### src/rtl/bitty_branch_pkg.sv
// Shared decode constants for the bitty branch unit: opcode, branch condition
// and stack sub-operation fields of the instruction word.
package bitty_branch_pkg;

  typedef enum logic [1:0] {
    OP_ALU_A  = 2'd0,
    OP_ALU_B  = 2'd1,
    OP_BRANCH = 2'd2,
    OP_STACK  = 2'd3
  } opcode_e;

  typedef enum logic [1:0] {
    COND_Z      = 2'd0,
    COND_ONE    = 2'd1,
    COND_TWO    = 2'd2,
    COND_ALWAYS = 2'd3
  } cond_e;

  typedef enum logic [1:0] {
    STK_CALL  = 2'd0,
    STK_RET   = 2'd1,
    STK_RSV_2 = 2'd2,
    STK_RSV_3 = 2'd3
  } stk_e;

endpackage

### src/rtl/return_stack.sv
// LIFO of return addresses; pushes when full and pops when empty are ignored,
// leaving both contents and count untouched.
module return_stack #(
  parameter int unsigned PC_W      = 8,
  parameter int unsigned RAS_DEPTH = 4
) (
  input  logic                             clk,
  input  logic                             reset_n,
  input  logic                             push,
  input  logic                             pop,
  input  logic [PC_W-1:0]                  din,
  output logic [PC_W-1:0]                  top,
  output logic [$clog2(RAS_DEPTH+1)-1:0]   count,
  output logic                             full,
  output logic                             empty
);

  localparam int unsigned CNT_W = $clog2(RAS_DEPTH + 1);
  localparam int unsigned IDX_W = (RAS_DEPTH > 1) ? $clog2(RAS_DEPTH) : 1;

  logic [PC_W-1:0]  mem_q [RAS_DEPTH];
  logic [CNT_W-1:0] count_q;
  logic [IDX_W-1:0] wr_idx;
  logic [IDX_W-1:0] rd_idx;

  assign full   = (count_q == CNT_W'(RAS_DEPTH));
  assign empty  = (count_q == '0);
  assign wr_idx = IDX_W'(count_q);
  assign rd_idx = IDX_W'(count_q - CNT_W'(1));
  assign top    = empty ? '0 : mem_q[rd_idx];
  assign count  = count_q;

  // NOTE: storage has no reset; count_q alone decides which entries are live.
  always_ff @(posedge clk) begin
    if (push && !full) begin
      mem_q[wr_idx] <= din;
    end
  end

  // NOTE: sequential state uses non-blocking assignments so every register
  // samples pre-edge values regardless of block evaluation order.
  always_ff @(posedge clk or negedge reset_n) begin
    if (!reset_n) begin
      count_q <= '0;
    end else if (push && !full) begin
      count_q <= count_q + CNT_W'(1);
    end else if (pop && !empty) begin
      count_q <= count_q - CNT_W'(1);
    end
  end

endmodule

### src/rtl/branch_unit.sv
// Program counter owner for bitty: resolves conditional branches against the
// last registered ALU result and handles CALL/RET through a return stack.
module branch_unit
  import bitty_branch_pkg::*;
#(
  parameter int unsigned PC_W      = 8,
  parameter int unsigned INSTR_W   = 16,
  parameter int unsigned DATA_W    = 16,
  parameter int unsigned RAS_DEPTH = 4,
  parameter int unsigned RESET_PC  = 0
) (
  input  logic                             clk,
  input  logic                             reset_n,
  input  logic                             instr_valid,
  input  logic [INSTR_W-1:0]               instruction,
  input  logic                             alu_valid,
  input  logic [DATA_W-1:0]                alu_result,
  output logic [PC_W-1:0]                  pc,
  output logic [PC_W-1:0]                  next_pc,
  output logic                             taken,
  output logic [$clog2(RAS_DEPTH+1)-1:0]   ras_count,
  output logic                             stack_err
);

  logic [PC_W-1:0]   pc_q;
  logic [PC_W-1:0]   next_pc_d;
  logic [PC_W-1:0]   inc;
  logic [PC_W-1:0]   tgt;
  logic [PC_W-1:0]   ras_top;
  logic [DATA_W-1:0] last_result_q;
  logic              taken_q;
  logic              stack_err_q;
  logic              redirect;
  logic              want_push;
  logic              want_pop;
  logic              err_set;
  logic              ras_full;
  logic              ras_empty;

  // NOTE: every always_comb output gets a default first so no path infers a latch.
  always_comb begin
    inc       = pc_q + PC_W'(1);
    tgt       = instruction[4 +: PC_W];
    next_pc_d = inc;
    redirect  = 1'b0;
    want_push = 1'b0;
    want_pop  = 1'b0;
    err_set   = 1'b0;
    case (opcode_e'(instruction[1:0]))
      OP_BRANCH: begin
        case (cond_e'(instruction[3:2]))
          COND_Z:      redirect = (last_result_q == DATA_W'(0));
          COND_ONE:    redirect = (last_result_q == DATA_W'(1));
          COND_TWO:    redirect = (last_result_q == DATA_W'(2));
          COND_ALWAYS: redirect = 1'b1;
        endcase
        if (redirect) next_pc_d = tgt;
      end
      OP_STACK: begin
        case (stk_e'(instruction[3:2]))
          STK_CALL: begin
            // An overflowing CALL still jumps; only the return address is lost.
            redirect  = 1'b1;
            next_pc_d = tgt;
            want_push = !ras_full;
            err_set   = ras_full;
          end
          STK_RET: begin
            if (ras_empty) begin
              err_set = 1'b1;
            end else begin
              redirect  = 1'b1;
              next_pc_d = ras_top;
              want_pop  = 1'b1;
            end
          end
          default: ;
        endcase
      end
      default: ;
    endcase
  end

  return_stack #(
    .PC_W      (PC_W),
    .RAS_DEPTH (RAS_DEPTH)
  ) u_ras (
    .clk     (clk),
    .reset_n (reset_n),
    .push    (instr_valid && want_push),
    .pop     (instr_valid && want_pop),
    .din     (inc),
    .top     (ras_top),
    .count   (ras_count),
    .full    (ras_full),
    .empty   (ras_empty)
  );

  always_ff @(posedge clk or negedge reset_n) begin
    if (!reset_n) begin
      pc_q          <= PC_W'(RESET_PC);
      last_result_q <= '0;
      taken_q       <= 1'b0;
      stack_err_q   <= 1'b0;
    end else begin
      if (alu_valid) last_result_q <= alu_result;
      if (instr_valid) pc_q <= next_pc_d;
      taken_q <= instr_valid && redirect;
      if (instr_valid && err_set) stack_err_q <= 1'b1;
    end
  end

  assign pc        = pc_q;
  assign next_pc   = next_pc_d;
  assign taken     = taken_q;
  assign stack_err = stack_err_q;

endmodule

### config.mk
export PLATFORM = sky130hd
export DESIGN_NAME = branch_unit
export DESIGN_NICKNAME = d
export VERILOG_FILES = /design/src/rtl/bitty_branch_pkg.sv /design/src/rtl/return_stack.sv /design/src/rtl/branch_unit.sv
export SDC_FILE = /design/constraint.sdc
export NUM_CORES = 1
export LEC_CHECK = 0
export BUFFER_PORTS_ARGS = -buffer_cell sky130_fd_sc_hd__buf_2
export CAP_MARGIN = 30
export CORE_AREA = 2 2 83 85
export CTS_CLUSTER_DIAMETER = 100
export DETAILED_ROUTE_END_ITERATION = 8
export DIE_AREA = 0 0 85 87
export PLACE_DENSITY = 0.85
export SKIP_CTS_REPAIR_TIMING = 1
export SYNTH_ARGS = -nofsm -noshare
export SYNTH_HDL_FRONTEND = slang
export SYNTH_SLANG_ARGS = --single-unit
### constraint.sdc
create_clock -name clk -period 2.16 [get_ports clk]
set_clock_uncertainty 0.2 [all_clocks]
set_input_delay 0.216 -clock clk [delete_from_list [all_inputs] [get_ports clk]]
set_output_delay 0.216 -clock clk [all_outputs]
set_load 0.02 [all_outputs]
== Word-level counts from Yosys, hierarchy flattened ==
Memory sizes are Yosys's and may differ from the RTL's.
Index checks and enable logic that the tools add are counted.

* Memories kept: 1
* Register bits: 29
* Output and inout port bits: 21
* RAM bits: 32

{| class="wikitable"
|+ Memories
! memory !! words !! width !! read ports !! clocked after memory_dff !! write ports !! RTL line !! RTL
|-
| u_ras.mem_q || 4 || 8 || 1 || 0 || 1 || return_stack.sv:21 || <nowiki>logic [PC_W-1:0] mem_q [RAS_DEPTH];</nowiki>
|}

* Equality and inequality tests: 8
* $add $sub $neg: 3
* Multiplexer cells: 20
* Reduce and logical (&&, ||, !) cells: 12

{| class="wikitable"
|+ Operators by type and width
! kind !! count
|-
| 8-bit one-hot mux with 2 select lines || 2
|-
| 16-bit by 1-bit == test with 1-bit output (second input constant) || 1
|-
| 16-bit by 2-bit == test with 1-bit output (second input constant) || 1
|-
| 16-bit zero test || 1
|-
| 8-bit 2-to-1 mux || 2
|-
| 1-bit 2-to-1 mux || 10
|-
| 8-bit by 1-bit adder with 8-bit output (second input constant) || 1
|-
| 2-bit == test (second input constant) || 4
|-
| 1-bit logical AND || 6
|-
| 3-bit 2-to-1 mux || 2
|-
| 1-bit one-hot mux with 2 select lines || 3
|-
| 1-bit one-hot mux with 4 select lines || 1
|-
| 3-bit by 1-bit adder with 3-bit output (second input constant) || 1
|-
| 3-bit == test (second input constant) || 1
|-
| 3-bit zero test || 1
|-
| 3-bit by 1-bit subtractor with 3-bit output (second input constant) || 1
|-
| 2-bit by 1-bit == test with 1-bit output (second input constant) || 1
|-
| 1-bit zero test || 2
|-
| 2-bit zero test || 1
|-
| 2-bit nonzero test || 1
|}

== Depth between registers and ports, before layout ==
Gate-level depths: netlist of run 1.

* Word-level depth: 8
* Depth in mapped cells: 9
* Gate-level depth less buffers: 7

== By module ==
From an unflattened synthesis of run 1, not the netlist that was laid out.

* Cells, all modules: 248
* Area, all modules: 3140.5 µm²

{| class="wikitable"
|+ By module, submodules not included
! module !! times used !! area each (µm²) !! seq. area each (µm²) !! cells each
|-
| branch_unit || 1 || 1652.8 || 650.6 || 167
|-
| return_stack || 1 || 1487.7 || 1036.0 || 81
|}

== Worst setup path after synthesis of run 1 ==
Ideal clock, no wire load.

* Path kind: register -> output
* From: register u_ras.count_q[0] (netlist: u_ras.count[0])
* To: output port next_pc[4]
* Arrival: 2.189 ns
* Path slack: -0.445 ns
* Stages on the path, launching flop included: 10
* Cell sequence: dfrtp_1 buf_4 inv_1 ha_1 buf_2 mux4_2 nand3_1 o2111ai_1 o31ai_1 a22oi_1

* Word-level cells in the longest chain between the ends: 5
* Elaborated cells on any way between the ends: 6

{| class="wikitable"
|+ Ends and longest elaborated chain
! element !! RTL line !! RTL
|-
| start: declaration || return_stack.sv:22 || <nowiki>logic [CNT_W-1:0] count_q;</nowiki>
|-
| start signal: assignment || return_stack.sv:46 || <nowiki>count_q <= count_q + CNT_W'(1);</nowiki>
|-
| start signal: assignment || return_stack.sv:48 || <nowiki>count_q <= count_q - CNT_W'(1);</nowiki>
|-
| 3-bit by 1-bit subtractor with 3-bit output || return_stack.sv:29 || <nowiki>assign rd_idx = IDX_W'(count_q - CNT_W'(1));</nowiki>
|-
| memory read 4 x 8 bit || n/a ||
|-
| 8-bit 2-to-1 mux * || branch_unit.sv:69 || <nowiki>if (ras_empty) begin</nowiki>
|-
| 8-bit one-hot mux with 2 select lines * || branch_unit.sv:60 || <nowiki>case (stk_e'(instruction[3:2]))</nowiki>
|-
| 8-bit one-hot mux with 2 select lines * || branch_unit.sv:49 || <nowiki>case (opcode_e'(instruction[1:0]))</nowiki>
|-
| end: declaration || branch_unit.sv:19 || <nowiki>output logic [PC_W-1:0] next_pc,</nowiki>
|}

Mark *: on every way between the ends. The rest lies on a longest branch, timed or not.

== Worst setup path in the final report of run 1 ==
* From: register last_result_q[1]
* To: output port next_pc[1]

* Word-level cells in the longest chain between the ends: 5
* Elaborated cells on any way between the ends: 7

{| class="wikitable"
|+ Ends and longest elaborated chain
! element !! RTL line !! RTL
|-
| start: declaration || branch_unit.sv:30 || <nowiki>logic [DATA_W-1:0] last_result_q;</nowiki>
|-
| start signal: assignment || branch_unit.sv:106 || <nowiki>if (alu_valid) last_result_q <= alu_result;</nowiki>
|-
| 16-bit by 2-bit == test with 1-bit output (tied with other cells) || branch_unit.sv:54 || <nowiki>COND_TWO: redirect = (last_result_q == DATA_W'(2));</nowiki>
|-
| 1-bit one-hot mux with 4 select lines * || branch_unit.sv:51 || <nowiki>case (cond_e'(instruction[3:2]))</nowiki>
|-
| 1-bit 2-to-1 mux * || branch_unit.sv:49 ||
|-
| 8-bit 2-to-1 mux * || branch_unit.sv:57 || <nowiki>if (redirect) next_pc_d = tgt;</nowiki>
|-
| 8-bit one-hot mux with 2 select lines * || branch_unit.sv:49 ||
|}

Mark *: on every way between the ends. The rest lies on a longest branch, timed or not. The select of a mux whose other input is x is not followed.

==> flow_summary.json, run 1 <==
{
  "rows": 30,
  "crit_chain": "nor4bb_1 > o21bai_2 > a22o_4 > o31ai_2 > nor2_2 > buf_2",
  "ys_warn_count": 0,
  "wl_per_cell_um": 18.73,
  "gp_congestion": 0.8883,
  "r2r_cells": 6,
  "p_leak_nw": 1.791,
  "antenna_found_initial": 0,
  "port_buffers": 52,
  "hp-class": "in -> reg",
  "irDropWorstVdd_mv": 0.7430,
  "ys_seq_elements": 61,
  "grt_pass1_vias": 2647,
  "clockPowerShare_pct": 18.7,
  "rsz0062_at_grt": "yes",
  "async_flop_share_pct": 47.54,
  "netlist_area_um2": 3181,
  "fp.dieArea_um2": 7395,
  "layout-drive-gt1-share_pct": 47.47,
  "hold_violations": 0,
  "timing.critical_path.depth": 6,
  "clock_latency_ps": 350,
  "synthCells": 256,
  "final_max_slew_viol_count": 0,
  "maxCapViolations": 0,
  "p_per_area_nw_per_um2": 1046,
  "place_ws_ps": -309.3,
  "cts_buffer_depth": 2,
  "seqPwrFrac_pct": 33.3,
  "p_switching_w": 0.001792,
  "postRouteAntennaNets": 0,
  "start_kind": "flip-flop",
  "violations": "negative setup slack",
  "grt_usage_pct": 21.45,
  "outcome": "finished with violations",
  "route.detailed.drc": 0,
  "die_y_um": 87,
  "relSlewSlack_pct": 55.76,
  "grt_max_degree": 30,
  "cts-htree-levels": 3,
  "ys_seq_area_share_pct": 53.03,
  "synth_nets": 303,
  "die_w_um": 85,
  "start_util_pct": 48.42,
  "avgViaCountPerCell": 5.987,
  "worstPathMaxFanout": 8,
  "swShare_pct": 38.35,
  "vias": 2724,
  "arrival_ps": 2310,
  "worst_setup_path_end_kind": "primary output",
  "r2r_slack_ps": -120,
  "max_stage_delay_ps": 430,
  "layout.nets": 417,
  "grt_overflow": 0,
  "p_comb_share_pct": 48.0,
  "drtPass1Iterations": 4,
  "cts_tree": "done",
  "cp.required_ps": 1740,
  "synth_cell_type_count": 49,
  "max_freq_ghz": 0.3675,
  "synth-edff-count": 32,
  "crit_path_end": "next_pc[1]",
  "finalWorstPathRequiredPeriod_ps": 2721,
  "area_delta_synth_final_pct": 40.48,
  "cts_sinks": 61,
  "fin_cells": 455,
  "ys.flop_type": "edfxtp_1",
  "r2r-end": "pc[2]",
  "avgSynthCellArea_um2": 12.42,
  "fin_crit_sh_pct": 126.0,
  "setup_viol": 14,
  "cp_slowest_cell": "nor4bb_1",
  "intPower_w": 0.002880,
  "io_pins": 57,
  "critPathLaunch": "last_result_q[1]",
  "path_buf_inv": 1,
  "root_buffer": "clkbuf_8",
  "drt_iter0_markers": 272,
  "cpLargestDelayFamily": "compound AO/OA/AOI/OAI gates",
  "timing.rr.start": "last_result_q[1]",
  "clk_pin_slew_ps": 70,
  "dp_cells": 422,
  "core_region_area_um2": 6569,
  "dp_hpwl_mm": 5.657,
  "cts_buffers": 9,
  "fin_ws_ps": -561.2,
  "crit_type": "reg -> out",
  "routed_wl_mm": 8.522,
  "grt_pass1_wl_mm": 12.19,
  "tightest_slew_ps": 663.6,
  "antennaDiodeCount": 0
}
-- power groups by stage --
stage,sequential (W),combinational [W],clock [W]
floorplan,0.00170,0.00116,0
global placement,0.00156,0.00201,0
detailed placement,0.00157,0.00207,0
CTS,0.00155,0.00208,0.000884
global route,0.00157,0.00240,0.000936
finish,0.00156,0.00224,0.000873
-- Yosys cell counts (4+ instances only) --
library cell	number	area, um2
nand3_1	14	70.07
and2_1	5	31.28
edfxtp_1	32	960.9
o31ai_1	8	60.06
nand2_1	21	78.83
o21ai_0	5	25.02
clkbuf_1	6	22.52
dfrtp_1	29	725.7
nor3_1	4	20.02
mux4_2	8	180.2
nand2b_1	4	25.02
mux2_2	17	191.4
inv_1	11	41.29
a211oi_1	7	52.55
a31oi_1	4	25.02
a21oi_1	11	55.05
ha_1	11	137.6
nor2_1	11	41.29
-- worst min path at each step --
| stage | from | to | slack [ps] | cells after the start |
|---|---|---|---|---|
| 3_5_place_dp | reset_n | last_result_q[11] | 70 | 1 |
| 5_1_grt | instr_valid | pc[2] | 70 | 2 |
| 4_1_cts | reset_n | last_result_q[9] | -300 | 1 |
| 2_1_floorplan | reset_n | last_result_q[0] | -280 | 0 |
| 6_report | instr_valid | pc[2] | 70 | 2 |
| 3_3_place_gp | reset_n | last_result_q[10] | 80 | 1 |
-- state kept, by name, indices dropped and copies added (netlist names) --
signal	count
u_ras.mem_q	32
u_ras.count	3
stack_err	1
last_result_q	16
pc	8
taken	1
-- placed cells by master, fill, tap and decap left out, drive strengths merged, types with 2 or more instances in the layout --
| master | count |
|---|---|
| mux2i | 3 |
| a21oi | 11 |
| o21bai | 2 |
| nand3 | 14 |
| mux4 | 8 |
| nand2 | 21 |
| clkinv | 4 |
| dlygate4sd3 | 17 |
| xor2 | 3 |
| a21o | 3 |
| nand4 | 2 |
| o21ai | 5 |
| nor3 | 4 |
| clkinvlp | 3 |
| nand2b | 4 |
| a211oi | 7 |
| or3 | 2 |
| inv | 11 |
| a31oi | 5 |
| and2 | 5 |
| nor2 | 11 |
| a221oi | 3 |
| nor4 | 3 |
| clkbuf | 10 |
| xnor2 | 3 |
| ha | 11 |
| dfrtp | 29 |
| o2111ai | 2 |
| o31ai | 9 |
| buf | 97 |
| edfxtp | 32 |
| o211ai | 2 |
| mux2 | 17 |
| a22oi | 2 |
-- layer usage --
| metal | routed length (um) | track usage, % |
|---|---|---|
| met1 | 3104 | 25.96 |
| met2 | 4379 | 34.94 |
| met3 | 669 | 5.782 |
| met4 | 368 | 11.98 |
| met5 | 0 | 0 |
-- metrics by stage --
stage          util, %  instance area, um2  setup TNS, ps  power (W)  hold slack, ps
4_1_cts          62.65                4115          -4160   0.004513          -303.4
3_3_place_gp     60.10                3948          -2291   0.003569           76.98
3_5_place_dp     60.10                3948          -2901   0.003640           71.70
5_1_grt          68.02                4468          -5134   0.004908           67.98
2_1_floorplan        -                3264         -119.5   0.002854          -279.6
6_report         68.02                4468          -4479   0.004672           65.33
-- layout make-up --
cell class / instances / area, um2
sequential: 61 / 1689
clock inverter: 6 / 40.04
clock buffer: 10 / 127.6
timing repair buffer: 114 / 829.5
inverter: 12 / 50.05
multi-input combinational: 172 / 1632
tap: 80 / 100.1
fill: 422 / 2101
-- worst reg2reg max path: cells and delay by family, from the launching register on --
family                 cells  cell delay, ps
buffers and inverters      1             170
AND/OR/NAND/NOR            1             430
flip-flops                 1             420
AO/OA/AOI/OAI              4             930
-- cells by family after synthesis --
logic type	count (synthesis)	share of synthesized area (%)
xor+xnor	6	1.653
buf+inv	23	2.950
mux	28	12.63
simple gates	70	11.84
compound gates	57	13.57
flops	61	53.03
fa+ha+maj	11	4.327
Note: power is estimated with default switching activity, not from simulation.
==> inputs of run 2 (changes only) <==
--- a/config.mk
+++ b/config.mk
@@ -5,13 +5,14 @@
 export SDC_FILE = /design/constraint.sdc
 export NUM_CORES = 1
 export LEC_CHECK = 0
+export ABC_AREA = 1
 export BUFFER_PORTS_ARGS = -buffer_cell sky130_fd_sc_hd__buf_2
 export CAP_MARGIN = 30
-export CORE_AREA = 2 2 83 85
+export CORE_AREA = 2 2 84 86
 export CTS_CLUSTER_DIAMETER = 100
 export DETAILED_ROUTE_END_ITERATION = 8
-export DIE_AREA = 0 0 85 87
-export PLACE_DENSITY = 0.85
+export DIE_AREA = 0 0 86 88
+export PLACE_DENSITY = 0.87
 export SKIP_CTS_REPAIR_TIMING = 1
 export SYNTH_ARGS = -nofsm -noshare
 export SYNTH_HDL_FRONTEND = slang
==> run 2 against run 1 <==
Effect of this change: the run ends with negative hold slack, negative setup slack left; global-route usage grew 0.15 points; non-clock buffer count shrank 23; sequential share of layout area increased by 0.16 points; clock power is 18% higher; power is 9.7% higher.
==> flow_summary.json, run 2 <==
{
  "outcome": "finished with violations",
  "violations": "negative hold slack, negative setup slack",
  "cts_tree": "done",
  "die_w_um": 86,
  "antenna_found_initial": 0,
  "top_register": "u_ras.mem_q",
  "synth_nets": 420,
  "cp.required_ps": 1740,
  "tightest_slew_ps": 658.3,
  "grt_overflow": 0,
  "start_kind": "flip-flop",
  "grt_pass1_vias": 2717,
  "irDropWorstVdd_mv": 0.7927,
  "grt_usage_pct": 21.61,
  "maxCapViolations": 0,
  "yosys-top-cells-area": "edfxtp_1 (29%), dfrtp_1 (22%), nand2_1 (11%)",
  "fillers": 475,
  "yosys.area.top_type_share_pct": 28.75,
  "layout-drive-gt1-share_pct": 35.81,
  "finalWorstPathRequiredPeriod_ps": 2403,
  "synth.most_common_cell": "nand2_1",
  "grt_pass1_wl_mm": 12.51,
  "yosys.area.top_type": "edfxtp_1",
  "async_flop_share_pct": 47.54,
  "met1_length_mm": 3.280,
  "io_pins": 57,
  "dr.max_layer_used": "met4",
  "avgViaCountPerCell": 5.384,
  "netlist_area_um2": 3342,
  "cts-htree-levels": 3,
  "final_cell_mix": "nand2_1 (93), buf_2 (44), inv_1 (36), nor2_1 (33), edfxtp_1 (32)",
  "root_buffer": "clkbuf_8",
  "port_buffers": 52,
  "arrival_ps": 1990,
  "synth_cell_type_count": 33,
  "ys_seq_elements": 61,
  "max_freq_ghz": 0.4161,
  "layout.nets": 514,
  "hold_violations": 1,
  "holdWs_ps": -0.2093,
  "path_buf_inv": 4,
  "cts_sinks": 61,
  "drtPass1Iterations": 6,
  "postRouteAntennaNets": 0,
  "p_per_area_nw_per_um2": 1152,
  "grt_max_degree": 30,
  "p_switching_w": 0.002109,
  "fin_ws_ps": -243.1,
  "wl_per_cell_um": 15.99,
  "core_region_area_um2": 6644,
  "crit_type": "reg -> out",
  "crit_chain": "inv_2 > ha_4 > buf_12 > clkinv_8 > o21ai_2 > o22ai_1 > nand2_1 > nand3_2 > nand2_2 > nand3_4 > buf_6",
  "swShare_pct": 41.15,
  "cp_slowest_cell": "dfrtp_1",
  "route.detailed.drc": 0,
  "rsz0062_at_grt": "yes",
  "wl_met3_um": 672,
  "p_comb_share_pct": 50.1,
  "p_total_w": 0.005126,
  "avgSynthCellArea_um2": 8.960,
  "ys_top_cells_by_count": "nand2_1 (96), nor2_1 (39), inv_1 (37)",
  "drt_iter0_markers": 175,
  "seqPwrFrac_pct": 29.8,
  "vias": 2972,
  "wl_met2_mm": 4.684,
  "clk_pin_slew_ps": 80,
  "clockPowerShare_pct": 20.1,
  "dp_hpwl_mm": 5.568,
  "p_leak_nw": 2.101,
  "final_max_slew_viol_count": 0,
  "synthCells": 373,
  "gp_congestion": 0.9042,
  "place_ws_ps": 12.37,
  "mostFrequentLayoutCell": "nand2_1",
  "worst_setup_path_end_kind": "primary output",
  "synth-edff-count": 32,
  "area_delta_synth_final_pct": 33.13,
  "cts_buffer_depth": 2,
  "cpLargestDelayFamily": "buffers and inverters",
  "start_util_pct": 50.30,
  "antennaDiodeCount": 0,
  "clock_latency_ps": 340,
  "fin_crit_sh_pct": 111.3,
  "ys_seq_area_share_pct": 50.47,
  "cts_buffers": 9,
  "max_stage_delay_ps": 390,
  "ys_warn_count": 0,
  "intPower_w": 0.003017,
  "routed_wl_mm": 8.828,
  "relSlewSlack_pct": 56.12,
  "setup_viol": 8,
  "hp-class": "in -> reg",
  "die_y_um": 88,
  "rows": 30,
  "fp.dieArea_um2": 7568,
  "largest_reg_flops": 32,
  "ys.flop_type": "edfxtp_1",
  "worstPathMaxFanout": 5
}
[run 2: cell count changes in the layout (fill, tap and decap cells not counted), sizes merged, moves of 9 or more]
cell and change:
nand2 +86, inv +37, nor2 +35, buf -23
nand3 +18, o21ai +18, a21oi -9
[run 2: stage by stage]
stage | hold slack, ps | cells | instance area [um2] | TNS, ps | utilization [%]
2_1_floorplan | -279.6 | 373 | 3411 | 0 | -
3_3_place_gp | 64.29 | 504 | 3765 | 0 | 56.67
3_5_place_dp | 78.95 | 504 | 3765 | 0 | 56.67
4_1_cts | -295.4 | 520 | 3964 | -2380 | 59.66
5_1_grt | 11.04 | 552 | 4449 | -2388 | 66.97
6_report | -0.2093 | 552 | 4449 | -1577 | 66.97
[run 2: layer usage]
metal	GRT usage (%)	up-vias
met3	6.032	18
met1	26.60	1402
met4	8.514	0
li1	-	1398
met2	36.22	154
met5	0	-
[run 2: tightest hold or removal path: stages]
cell	delay (ps)
buf_2	90
inv_2	90
nand2_1	70
nand2_1	40
[run 2: power groups by stage]
stage,sequential (W),combinational [W],clock [W]
final,0.00153,0.00257,0.00103
after global routing,0.00155,0.00279,0.00109
after CTS,0.00153,0.00179,0.00102
after detailed placement,0.00156,0.00178,0
after global placement,0.00155,0.00172,0
after floorplan,0.00164,0.00121,0
[run 2: area by class of cell]
class / instances / area [um2] / area share, %
Timing Repair inverter: 1 / 16.27 / 0.3656
Timing Repair Buffer: 91 / 670.6 / 15.07
Clock buffer: 9 / 123.9 / 2.784
Multi-Input combinational cell: 255 / 1579 / 35.49
Clock inverter: 7 / 75.07 / 1.687
Inverter: 48 / 195.2 / 4.387
Sequential cell: 61 / 1689 / 37.96
Tap cell: 80 / 100.1 / 2.250
[run 2: cells by family (layout without fill, tap and decap cells)]
logic type	Yosys count	count (layout)	synth area share, %
simple gates	189	189	25.57
flops	61	61	50.47
buf+inv	57	156	7.525
compound gates	39	39	7.152
mux	13	13	4.380
fa+ha+maj	11	11	4.118
xor+xnor	3	3	0.7864
[run 2: worst paths after layout]
check	from	endpoint	slack (ps)	depth (start not counted)
max	u_ras.count[1]	next_pc[4]	-240	11
min	instr_valid	pc[5]	-0.2	4
max reg2reg	u_ras.count[1]	pc[4]	160	13
min reg2reg	stack_err	stack_err	270	1
max in group asynchronous	reset_n	pc[0]	1050	2
min in group asynchronous	reset_n	pc[4]	230	2
